<file path="config.mk">
export PLATFORM = sky130hd
export DESIGN_NAME = pifo_deq_ctrl
export DESIGN_NICKNAME = d
export VERILOG_FILES = /design/src/rtl/pifo_pkg.sv /design/src/rtl/pifo_deq_out_reg.sv /design/src/rtl/pifo_deq_ctrl.sv
export SDC_FILE = /design/constraint.sdc
export NUM_CORES = 1
export LEC_CHECK = 0
export CAP_MARGIN = 20
export CORE_ASPECT_RATIO = 1.5
export CORE_MARGIN = 3
export CORE_UTILIZATION = 42
export CTS_BUF_LIST = sky130_fd_sc_hd__clkbuf_8
export CTS_CLUSTER_SIZE = 28
export DETAILED_ROUTE_END_ITERATION = 12
export PLACE_DENSITY = 0.77
export SYNTH_ARGS = -nofsm -noshare
export SYNTH_HDL_FRONTEND = slang
export SYNTH_SLANG_ARGS = --single-unit
</file>
<file path="constraint.sdc">
create_clock -name clk -period 1.7 [get_ports clk]
set_input_delay 0.34 -clock clk [delete_from_list [all_inputs] [get_ports clk]]
set_output_delay 0.34 -clock clk [all_outputs]
set_load 0.1 [all_outputs]
</file>
<file path="src/rtl/pifo_pkg.sv">
// Shared definitions for the PIFO register, enqueue side and dequeue controller.
//   DEF_RANK_WIDTH / DEF_META_WIDTH : default payload field widths
//   COUNTER_WIDTH                   : width of the optional statistics counters
//   deq_state_t                     : dequeue controller FSM states
package pifo_pkg;

    localparam int unsigned DEF_RANK_WIDTH = 8;
    localparam int unsigned DEF_META_WIDTH = 8;
    localparam int unsigned COUNTER_WIDTH  = 32;

    typedef enum logic {
        IDLE   = 1'b0,
        SETTLE = 1'b1
    } deq_state_t;

endpackage

</file>
<file path="src/rtl/pifo_deq_out_reg.sv">
// Single-entry valid/ready holding register.
//   clk, rst              : clock, synchronous active-high reset
//   load                  : capture load_rank/load_meta and set valid (wins over transfer)
//   load_rank, load_meta  : entry to capture
//   ready                 : downstream ready; valid && ready is a transfer
//   valid, rank, meta     : held entry presented downstream
// The caller must only assert load when the slot is free (!valid || ready),
// so a load in a transfer cycle refills the slot with no bubble.
module pifo_deq_out_reg #(
    parameter int unsigned RANK_WIDTH = 8,
    parameter int unsigned META_WIDTH = 8
) (
    input  logic                  clk,
    input  logic                  rst,
    input  logic                  load,
    input  logic [RANK_WIDTH-1:0] load_rank,
    input  logic [META_WIDTH-1:0] load_meta,
    input  logic                  ready,
    output logic                  valid,
    output logic [RANK_WIDTH-1:0] rank,
    output logic [META_WIDTH-1:0] meta
);

    // Data only changes on load, so it stays stable while stalled.
    always_ff @(posedge clk) begin
        if (rst) begin
            valid <= 1'b0;
            rank  <= '0;
            meta  <= '0;
        end else if (load) begin
            valid <= 1'b1;
            rank  <= load_rank;
            meta  <= load_meta;
        end else if (valid && ready) begin
            valid <= 1'b0;
        end
    end

endmodule

</file>
<file path="src/rtl/pifo_deq_ctrl.sv">
// Dequeue controller for the PIFO register: pops the min entry into a
// one-entry output register and waits SETTLE_CYCLES after each remove so the
// PIFO can recompute its min before pifo_valid is trusted again.
//   clk, rst                          : clock, synchronous active-high reset
//   deq_en                            : 0 pauses popping (handshake still completes)
//   pifo_valid/rank/meta/empty        : PIFO min-entry view
//   pifo_remove                       : Mealy remove pulse, same cycle as the sampled data
//   out_valid/rank/meta, out_ready    : valid/ready egress interface
//   busy                              : high while settling
// Optional feature macro PIFO_DEQ_STATS_EN adds saturating deq_count and
// stall_count outputs.
module pifo_deq_ctrl
    import pifo_pkg::*;
#(
    parameter int unsigned RANK_WIDTH    = pifo_pkg::DEF_RANK_WIDTH,
    parameter int unsigned META_WIDTH    = pifo_pkg::DEF_META_WIDTH,
    parameter int unsigned SETTLE_CYCLES = 2
) (
    input  logic                     clk,
    input  logic                     rst,
    input  logic                     deq_en,
    input  logic                     pifo_valid,
    input  logic [RANK_WIDTH-1:0]    pifo_rank,
    input  logic [META_WIDTH-1:0]    pifo_meta,
    input  logic                     pifo_empty,
    output logic                     pifo_remove,
    output logic                     out_valid,
    output logic [RANK_WIDTH-1:0]    out_rank,
    output logic [META_WIDTH-1:0]    out_meta,
    input  logic                     out_ready,
    output logic                     busy
`ifdef PIFO_DEQ_STATS_EN
    ,
    output logic [COUNTER_WIDTH-1:0] deq_count,
    output logic [COUNTER_WIDTH-1:0] stall_count
`endif
);

    localparam int unsigned CNT_W = 4;

    deq_state_t       state;
    deq_state_t       state_next;
    logic [CNT_W-1:0] settle_cnt;
    logic [CNT_W-1:0] settle_cnt_next;
    logic             slot_free;
    logic             pop;

    // State register, settle counter and registered busy flag.
    always_ff @(posedge clk) begin
        if (rst) begin
            state      <= IDLE;
            settle_cnt <= '0;
            busy       <= 1'b0;
        end else begin
            state      <= state_next;
            settle_cnt <= settle_cnt_next;
            busy       <= (state_next == SETTLE);
        end
    end

    // Next-state: a pop starts the settle window; it ends after the counter reaches 0.
    always_comb begin
        state_next      = state;
        settle_cnt_next = settle_cnt;
        case (state)
            IDLE: begin
                if (pop) begin
                    state_next      = SETTLE;
                    settle_cnt_next = CNT_W'(SETTLE_CYCLES - 1);
                end
            end
            SETTLE: begin
                if (settle_cnt == '0) begin
                    state_next = IDLE;
                end else begin
                    settle_cnt_next = settle_cnt - CNT_W'(1);
                end
            end
            default: begin
                state_next      = IDLE;
                settle_cnt_next = '0;
            end
        endcase
    end

    // Outputs: remove is Mealy so the PIFO entry sampled is the one removed.
    always_comb begin
        slot_free   = !out_valid || out_ready;
        pop         = (state == IDLE) && !rst && deq_en && pifo_valid
                      && !pifo_empty && slot_free;
        pifo_remove = pop;
    end

    pifo_deq_out_reg #(
        .RANK_WIDTH (RANK_WIDTH),
        .META_WIDTH (META_WIDTH)
    ) u_out_reg (
        .clk       (clk),
        .rst       (rst),
        .load      (pop),
        .load_rank (pifo_rank),
        .load_meta (pifo_meta),
        .ready     (out_ready),
        .valid     (out_valid),
        .rank      (out_rank),
        .meta      (out_meta)
    );

`ifdef PIFO_DEQ_STATS_EN
    // Saturating pop and output-stall counters.
    always_ff @(posedge clk) begin
        if (rst) begin
            deq_count   <= '0;
            stall_count <= '0;
        end else begin
            if (pop && (deq_count != '1)) begin
                deq_count <= deq_count + COUNTER_WIDTH'(1);
            end
            if (out_valid && !out_ready && (stall_count != '1)) begin
                stall_count <= stall_count + COUNTER_WIDTH'(1);
            end
        end
    end
`endif

endmodule
</file>
# After elaboration in Yosys (flattened, before gate mapping)
# Cells that the tools add are included.
# totals
reg_bits	22
latch_bits	0
ram_bits	0
mem_bits_ro	0
inputBits	22
out_inout_bits	19
elab_cells	30
n_memories	0
# classes
n_addsub	1
multipliers	0
div_mod_pow	0
n_lt_le_gt_ge	0
n_eq_ne	2
shift	0
n_mux	8
bitwise_logic	1
reduce_logical	13
# op_table
op	n
$mux W4	2
$pmux W4 S2	1
$logic_and A1 B1 Y1	6
$logic_not A4 Y1	1
$mux W1	4
$ne A2 B2 Y1 const B	2
$sub A4 B1 Y4 const B	1
$logic_not A1 Y1	3
$pmux W1 S2	1
$reduce_and A2 Y1	1
$reduce_bool A2 Y1	1
$logic_or A1 B1 Y1	1
$not A1 Y1	1

# Logic depth before layout (Yosys ltp)
# Gate-level depths: netlist of the first run.
# depth
depth_word	8
mapped_depth	5
mapped_depth_nobuf	5

# Modules after synthesis
# From an unflattened synthesis of the first run, not the netlist that was laid out.
# hier_totals
hier_cells	86
hier_area_um2	932.1
# by_module_without_submodules
module	n_inst	cells_per_inst	area_each_um2	seq_area_each_um2
pifo_deq_out_reg	1	56	616.8	340.3
pifo_deq_ctrl	1	30	315.3	100.1

# Worst setup path before layout of the first run
# OpenSTA, ideal clock, no wires.
# synth_path
path_kind	reg-to-output
startpoint	register state
endpoint	output port pifo_remove
t_arrival_ns	2.574
required_ns	1.360
path_slack_ns	-1.214
path_stages_with_launch	5
n_path_buf	1
cell_sequence	dfxtp_1 and4bb_2 buf_4 nand2_1 nor2_1
# synth_via
elab_chain_len	6
# synth_rtl
element	line_no	source
start, declared	pifo_deq_ctrl.sv:41	deq_state_t state;
start signal, assigned	pifo_deq_ctrl.sv:55	state <= state_next;
$not A1 Y1	--	
$logic_and A1 B1 Y1 (3 in series)	pifo_deq_ctrl.sv:89	pop = (state == IDLE) && !rst && deq_en && pifo_valid
$logic_and A1 B1 Y1 (2 in series)	pifo_deq_ctrl.sv:90	&& !pifo_empty && slot_free;
end, declared	pifo_deq_ctrl.sv:26	output logic pifo_remove,
# Every way passes these cells.

# Final worst setup path of the first run
# Ends and elaborated chain as after synthesis.

==> flow_summary.json, run 1 <==
{
  "period_needed_ps": 1660,
  "max_slew_margin_pct": 78.3,
  "crit_fanout": 7,
  "hold_path.class": "flip-flop to flip-flop",
  "intPower_uw": 868,
  "synth_area_sq_um": 928,
  "synth_top_family_by_area": "compound AO/OA/AOI/OAI gates",
  "ir_drop_uv": 717,
  "firstDrtPassIters": 5,
  "insertion_delay_ps": 260,
  "drive_above_1_share_pct": 27.7,
  "clkSinkCount": 22,
  "mostFrequentLayoutCells": "buf_12, dfxtp_1, a21oi_1",
  "place_area_sq_um": 1570,
  "final.setup.worst_slack_ps": 36.5,
  "final_cells": 177,
  "synth_xor_area_share_pct": 0,
  "synthSimpleGateAreaFrac_pct": 20.1,
  "worst-setup-path-type": "flip-flop to output pin",
  "synthCells": 109,
  "whs_ps": 503,
  "place_ws_ps": -106,
  "ys_seq_elements": 22,
  "final_max_slew_viol_count": 0,
  "die_height_microns": 63.6,
  "ys_warn_count": 0,
  "cp-end-kind": "output pin",
  "cts-buffers-inserted": 3,
  "synth_area_per_cell_sq_um": 8.52,
  "core_sq_um": 2050,
  "timing.setup.tns_ps": 0,
  "routed_wl_microns": 2690,
  "grt_max_degree": 24,
  "drt-wirelength-per-cell_microns": 15.2,
  "pwr-share-clk_pct": 30.6,
  "grt_pass1_vias": 936,
  "port-buffer-count": 40,
  "min_period_over_period_pct": 97.9,
  "drcViolationCount": 0,
  "final_area_sq_um": 1680,
  "vias": 996,
  "h-tree-depth": 1,
  "synthAdderAreaFrac_pct": 1.35,
  "comb_power_share_pct": 24.6,
  "synth_nets": 132,
  "hold_violations": 0,
  "switching_share_pct": 29.1,
  "die_w_microns": 44.4,
  "fmaxAchievable_mhz": 601,
  "worstPathRequired_ps": 1360,
  "synth_cell_type_count": 27,
  "grt-ovfl-total": 0,
  "io-pin-count": 41,
  "cts_root_buf": "clkbuf_8",
  "cts_buffer_depth": 2,
  "antenna_found_initial": 0,
  "hpwl_microns": 1890,
  "diodes": 0,
  "yosysSeqAreaShare_pct": 47.4,
  "start_util_pct": 45.2,
  "first_iter_violations": 28,
  "ant_nets": 0,
  "cp.arrival_ps": 1320,
  "seq_power_share_pct": 44.8,
  "fillers": 119,
  "run_status": "finished, final reports clean",
  "via_per_inst": 5.63,
  "setup_viol": 0,
  "clkTransAtPathRegs_ps": 80,
  "final_nets": 179,
  "synthMuxAreaShare_pct": 0,
  "dp_cells": 168,
  "place.gp.congestion": 0.700,
  "grt_usage_pct": 20.8,
  "p_leak_nw": 0.621,
  "grt_pass1_wl_microns": 4330,
  "max_slew.worst_pin.slew_ps": 325,
  "synth_compound_area_share_pct": 23.7,
  "rows": 20,
  "power.density_nw_per_um2": 729,
  "cts_tree": "yes",
  "cp-start-kind": "flip-flop",
  "p_switching_uw": 355,
  "dieArea_sq_um": 2820,
  "drv_cap": 0,
  "area_growth_syn_to_layout_pct": 80.7,
  "skew_ps": 1.71
}
## synthesized netlist by cell type (all sizes together)
master | instances | share of area [%]
inv | 3 | 1.2
dlygate4sd1 | 1 | 0.94
and4bb | 1 | 1.3
o21ai | 17 | 9.2
nand2 | 3 | 1.2
a221oi | 1 | 0.94
a21oi | 18 | 9.7
dfxtp | 22 | 47
o221ai | 1 | 0.94
or3 | 2 | 1.5
nand4bb | 1 | 1.2
nand3 | 17 | 9.2
o22ai | 1 | 0.67
a31oi | 2 | 1.3
nand2b | 3 | 2.0
buf | 5 | 3.6
nor3b | 1 | 0.81
clkbuf | 4 | 1.6
or4 | 1 | 0.81
o32ai | 1 | 0.94
nor2 | 1 | 0.40
nor2b | 1 | 0.67
ha | 1 | 1.3
nand4b | 1 | 0.94
## what timing repair did
action                                  CTS  global route
resized for setup                         4             2
pin swaps                                 2             1
setup buffers                             2             3
endpoints found under the setup margin    1             5
hold buffers                              0             0
## per-stage QoR
step	total power, mW	utilization, %
6_report	1.22	81.8
5_1_grt	1.28	81.8
4_1_cts	1.23	80.3
3_5_place_dp	0.854	76.7
3_3_place_gp	0.849	76.7
2_1_floorplan	0.715	-
## per-layer routing
metal  track usage [%]  part of all wire, %  routed length [microns]
met1              23.9                   37                      992
met2              34.5                   55                     1480
met3              4.29                  6.8                      184
met4              10.9                  1.4                       38
met5                 0                    0                        0
## cell families (layout without fill, tap and decap cells)
logic type               count (synthesis)  in the layout
AND/OR/NAND/NOR                         32             32
adder cells (fa/ha/maj)                  1              1
flip-flops                              22             22
AO/OA/AOI/OAI                           41             41
buffers and inverters                   13             59
## area by class of cell
class | instances | area, sq um | share of cell area (%)
Timing Repair Buffer | 52 | 692 | 41.2
Multi-Input combinational cell | 74 | 447 | 26.6
Sequential cell | 22 | 445 | 26.5
Clock buffer | 4 | 55.1 | 3.28
Tap cell | 22 | 27.5 | 1.64
Inverter | 3 | 11.3 | 0.671
## flip-flops by register name, summed over array words and instances, names as in the netlist
name / cells
u_out_reg.rank: 8
state: 1
settle_cnt: 4
u_out_reg.meta: 8
u_out_reg.valid: 1
## worst max-delay path, stage by stage, from the launching register on
cell	delay [ps]
dfxtp_4	370
and4bb_2	340
nand2_4	70
nor2_4	100
buf_12	180
## power by group through the flow
stage | Clock (mW) | Sequential, mW | Combinational (mW)
floorplan | 0 | 0.653 | 0.0619
global placement | 0 | 0.559 | 0.290
detailed placement | 0 | 0.560 | 0.294
CTS | 0.380 | 0.549 | 0.296
global route | 0.413 | 0.550 | 0.316
finish | 0.374 | 0.548 | 0.301
## worst paths after layout
path	from	slack [ps]	cells past startpoint	endpoint
worst max-delay path	state	40	4	pifo_remove
worst min register to register	settle_cnt[1]	500	2	settle_cnt[1]
worst max register to register	settle_cnt[0]	160	5	settle_cnt[3]
worst min-delay path	settle_cnt[1]	500	2	settle_cnt[1]
Power figures use the tool's default switching activity.
==> run 2, diff against run 1 <==
--- a/config.mk
+++ b/config.mk
@@ -6,7 +6,7 @@
 export NUM_CORES = 1
 export LEC_CHECK = 0
 export CAP_MARGIN = 20
-export CORE_ASPECT_RATIO = 1.5
+export CORE_ASPECT_RATIO = 1.4
 export CORE_MARGIN = 3
 export CORE_UTILIZATION = 42
 export CTS_BUF_LIST = sky130_fd_sc_hd__clkbuf_8
==> flow_summary.json, run 2 (synthesis gave the netlist of run 1 again) <==
{
  "final_area_sq_um": 1650,
  "io-pin-count": 41,
  "critPathLaunch": "out_ready",
  "ant_nets": 0,
  "timing.setup.tns_ps": 0,
  "rows": 19,
  "die_height_microns": 61.6,
  "die_w_microns": 45.7,
  "run_status": "finished, final reports clean",
  "worstPathRequired_ps": 1360,
  "setup_viol": 0,
  "clkTransAtPathRegs_ps": 80,
  "core_sq_um": 2020,
  "place_area_sq_um": 1560,
  "routed_wl_microns": 2840,
  "cp.arrival_ps": 1320,
  "area_growth_syn_to_layout_pct": 77.4,
  "insertion_delay_ps": 260,
  "ir_drop_uv": 812,
  "crit_fanout": 2,
  "drive_above_1_share_pct": 26.8,
  "drcViolationCount": 0,
  "h-tree-depth": 1,
  "grt_usage_pct": 20.9,
  "final_max_slew_viol_count": 0,
  "vias": 1000,
  "power.density_nw_per_um2": 741,
  "p_leak_nw": 0.595,
  "port-buffer-count": 40,
  "cp-end-kind": "output pin",
  "final_common_cell": "dfxtp_1",
  "drt-wirelength-per-cell_microns": 16.3,
  "dieArea_sq_um": 2820,
  "mostFrequentLayoutCells": "dfxtp_1, buf_12, a21oi_1, clkdlybuf4s50_1",
  "hold_violations": 0,
  "reg2reg_from": "settle_cnt[0]",
  "start_util_pct": 45.9,
  "final_nets": 177,
  "min_period_over_period_pct": 97.9,
  "rsz0062_at_grt": "no",
  "worst-setup-path-type": "input port to output pin",
  "grt_pass1_wl_microns": 4280,
  "hold_path_startpoint": "u_out_reg.meta[1]",
  "cts-buffers-inserted": 3,
  "hold_path.class": "flip-flop to flip-flop",
  "via_per_inst": 5.75,
  "drv_cap": 0,
  "fmaxAchievable_mhz": 601,
  "cts_tree": "yes",
  "firstDrtPassIters": 4,
  "grt_max_degree": 24,
  "clkSinkCount": 22,
  "diodes": 0,
  "period_needed_ps": 1660,
  "max_slew.worst_pin.slew_ps": 355,
  "cts_root_buf": "clkbuf_8",
  "place.gp.congestion": 0.730,
  "first_iter_violations": 29,
  "hpwl_microns": 1900,
  "cp-start-kind": "input port",
  "max_slew_margin_pct": 76.2,
  "grt-ovfl-total": 0,
  "skew_ps": 2.35,
  "cts_buffer_depth": 2,
  "antenna_found_initial": 0,
  "grt_pass1_vias": 935,
  "largest_registers": "u_out_reg.meta (8), u_out_reg.rank (8), settle_cnt (4)",
  "fillers": 123
}
[run 2: path summary, 6_finish.rpt]
| check | end | slack, ps | cells after the start |
|---|---|---|---|
| worst max-delay path | pifo_remove | 40 | 5 |
| worst min-delay path | u_out_reg.meta[1] | 520 | 2 |
| worst max register to register | settle_cnt[3] | 150 | 5 |
| worst min register to register | u_out_reg.meta[1] | 520 | 2 |
[run 2: per-stage QoR]
stage | util (%) | hold slack (ps) | instances | setup slack (ps) | total power [mW]
finish | 81.5 | 516 | 174 | 36.5 | 1.22
global route | 81.5 | 538 | 174 | 10.0 | 1.26
CTS | 80.5 | 511 | 172 | 27.5 | 1.22
detailed placement | 77.2 | 490 | 167 | -106 | 0.849
global placement | 77.2 | 477 | 167 | -101 | 0.844
floorplan | - | 409 | 109 | -92.0 | 0.715
[run 2: worst max-delay path, cell delays in order]
cell             delay (ps)
clkdlybuf4s50_1         490
nand2b_4                150
nand2_4                  60
nor2_4                  100
buf_12                  180
[run 2: layout make-up]
| cell class | instances | area (sq um) | area share, % |
|---|---|---|---|
| Tap cell | 21 | 26.3 | 1.60 |
| Multi-Input combinational cell | 74 | 447 | 27.1 |
| Inverter | 3 | 11.3 | 0.684 |
| Sequential cell | 22 | 445 | 27.1 |
| Timing Repair Buffer | 50 | 662 | 40.2 |
| Clock buffer | 4 | 55.1 | 3.34 |
[run 2: timing repair]
item,4_1_cts,5_1_grt
hold buffers,0,0
buffers inserted,1,2
endpoints found under the setup margin,1,2
pin swaps,2,1
gates resized for setup,4,1
[run 2: per-layer routing]
| layer | track usage [%] | part of all wire [%] | up-vias |
|---|---|---|---|
| met2 | 37.9 | 56 | 37 |
| met4 | 7.32 | 0.32 | 0 |
| met5 | 0 | 0 | - |
| met1 | 23.8 | 38 | 477 |
| li1 | - | - | 484 |
| met3 | 4.09 | 6.0 | 2 |
[run 2: power breakdown]
part	leakage (nW)	switching (mW)	total, mW	internal [mW]
Clock	0.0288	0.169	0.375	0.206
Sequential	0.180	0.0180	0.548	0.530
Combinational	0.387	0.170	0.296	0.126
Total	0.595	0.357	1.22	0.863
==> run 3, diff against run 2 <==
--- a/config.mk
+++ b/config.mk
@@ -9,7 +9,7 @@
 export CORE_ASPECT_RATIO = 1.4
 export CORE_MARGIN = 3
 export CORE_UTILIZATION = 42
-export CTS_BUF_LIST = sky130_fd_sc_hd__clkbuf_8
+export CTS_BUF_LIST = sky130_fd_sc_hd__clkbuf_4
 export CTS_CLUSTER_SIZE = 28
 export DETAILED_ROUTE_END_ITERATION = 12
 export PLACE_DENSITY = 0.77
==> constraint.sdc (replaced) <==
create_clock -name clk -period 1.8 [get_ports clk]
set_input_delay 0.36 -clock clk [delete_from_list [all_inputs] [get_ports clk]]
set_output_delay 0.36 -clock clk [all_outputs]
set_load 0.1 [all_outputs]
==> flow_summary.json, run 3 (synthesis gave the netlist of run 1 again) <==
{
  "drv_cap": 0,
  "setup_viol": 0,
  "dp_cells": 166,
  "cts_root_buf": "clkbuf_4",
  "fmaxAchievable_mhz": 574,
  "antenna_found_initial": 0,
  "ir_drop_uv": 569,
  "skew_ps": 6.41,
  "final_max_slew_viol_count": 0,
  "drcViolationCount": 0,
  "firstDrtPassIters": 4,
  "place_ws_ps": -49.1,
  "die_w_microns": 45.7,
  "area_growth_syn_to_layout_pct": 71.3,
  "grt-ovfl-total": 0,
  "cp.arrival_ps": 1380,
  "rows": 19,
  "diodes": 0,
  "drt-wirelength-per-cell_microns": 15.5,
  "cts_tree": "yes",
  "final_nets": 175,
  "final_util_pct": 78.7,
  "grt_max_degree": 24,
  "port-buffer-count": 40,
  "place.gp.congestion": 0.683,
  "insertion_delay_ps": 310,
  "hpwl_microns": 1960,
  "worst-setup-path-type": "input port to output pin",
  "period_needed_ps": 1740,
  "hold_violations": 0,
  "die_height_microns": 61.6,
  "mostFrequentLayoutCells": "dfxtp_1, buf_12, a21oi_1, clkdlybuf4s50_1",
  "largest_registers": "u_out_reg.meta (8), u_out_reg.rank (8), settle_cnt (4)",
  "min_period_over_period_pct": 96.7,
  "grt_usage_pct": 19.4,
  "p_leak_nw": 0.564,
  "io-pin-count": 41,
  "cts-buffers-inserted": 3,
  "crit_fanout": 2,
  "max_slew.worst_pin.slew_ps": 648,
  "final_common_cell": "dfxtp_1",
  "whs_ps": 518,
  "routed_wl_microns": 2670,
  "grt_pass1_vias": 959,
  "drive_above_1_share_pct": 23.8,
  "cp-end-kind": "output pin",
  "start_util_pct": 45.9,
  "final_cells": 172,
  "run_status": "finished, final reports clean",
  "clkSinkCount": 22,
  "first_iter_violations": 39,
  "power.density_nw_per_um2": 639,
  "vias": 1001,
  "ant_nets": 0,
  "max_slew_margin_pct": 56.7,
  "grt_pass1_wl_microns": 4080,
  "core_sq_um": 2020,
  "hold_path.class": "flip-flop to flip-flop",
  "via_per_inst": 5.82,
  "clkTransAtPathRegs_ps": 120,
  "cts_buffer_depth": 2,
  "h-tree-depth": 1,
  "worstPathRequired_ps": 1440,
  "cp-start-kind": "input port",
  "dieArea_sq_um": 2820,
  "final.setup.worst_slack_ps": 58.6
}
## run 3: final cells by class
| cell class | count | area [sq um] |
|---|---|---|
| Sequential cell | 22 | 445 |
| Tap cell | 21 | 26.3 |
| Clock inverter | 1 | 3.75 |
| Multi-Input combinational cell | 74 | 434 |
| Fill cell | 128 | 430 |
| Timing Repair Buffer | 48 | 647 |
| Clock buffer | 3 | 22.5 |
| Inverter | 3 | 11.3 |
## run 3: worst max-delay path, stage by stage
cell	delay (ps)
clkdlybuf4s50_1	470
nand2b_1	190
nand2_4	80
nor2_4	100
buf_12	180
## run 3: stage by stage
stage	setup TNS, ps	power (mW)	area, sq um
floorplan	-12.0	0.675	952
global placement	-35.5	0.796	1550
detailed placement	-49.1	0.801	1550
CTS	0	1.03	1580
global route	-7.28	1.06	1590
finish	0	1.02	1590
## run 3: final timing paths
| kind | start | endpoint | slack (ps) | depth (start not counted) |
|---|---|---|---|---|
| worst min register to register | settle_cnt[2] | settle_cnt[2] | 520 | 2 |
| worst max-delay path | out_ready | pifo_remove | 60 | 5 |
| worst min-delay path | settle_cnt[2] | settle_cnt[2] | 520 | 2 |
| worst max register to register | settle_cnt[0] | settle_cnt[3] | 140 | 5 |
## run 3: power breakdown
group,internal (mW),total (mW),leakage [nW],switching [mW]
logic,0.116,0.276,0.369,0.160
registers,0.501,0.517,0.180,0.0152
clock network,0.0810,0.224,0.0154,0.143
## run 3: per-layer routing
layer / wire, microns / GRT usage [%] / up-vias / share of wire [%]
met5: 0 / 0 / - / 0
li1: - / - / 479 / -
met2: 1480 / 38.7 / 44 / 56
met4: 21 / 6.10 / 0 / 0.79
met3: 159 / 1.75 / 2 / 6.0
met1: 1010 / 20.5 / 476 / 38
## run 3: repair_timing
action                                  4_1_cts  5_1_grt
pin swaps                                     2        1
gates resized for setup                       3        0
hold buffers                                  0        0
buffers inserted                              1        1
endpoints found under the setup margin        1        1
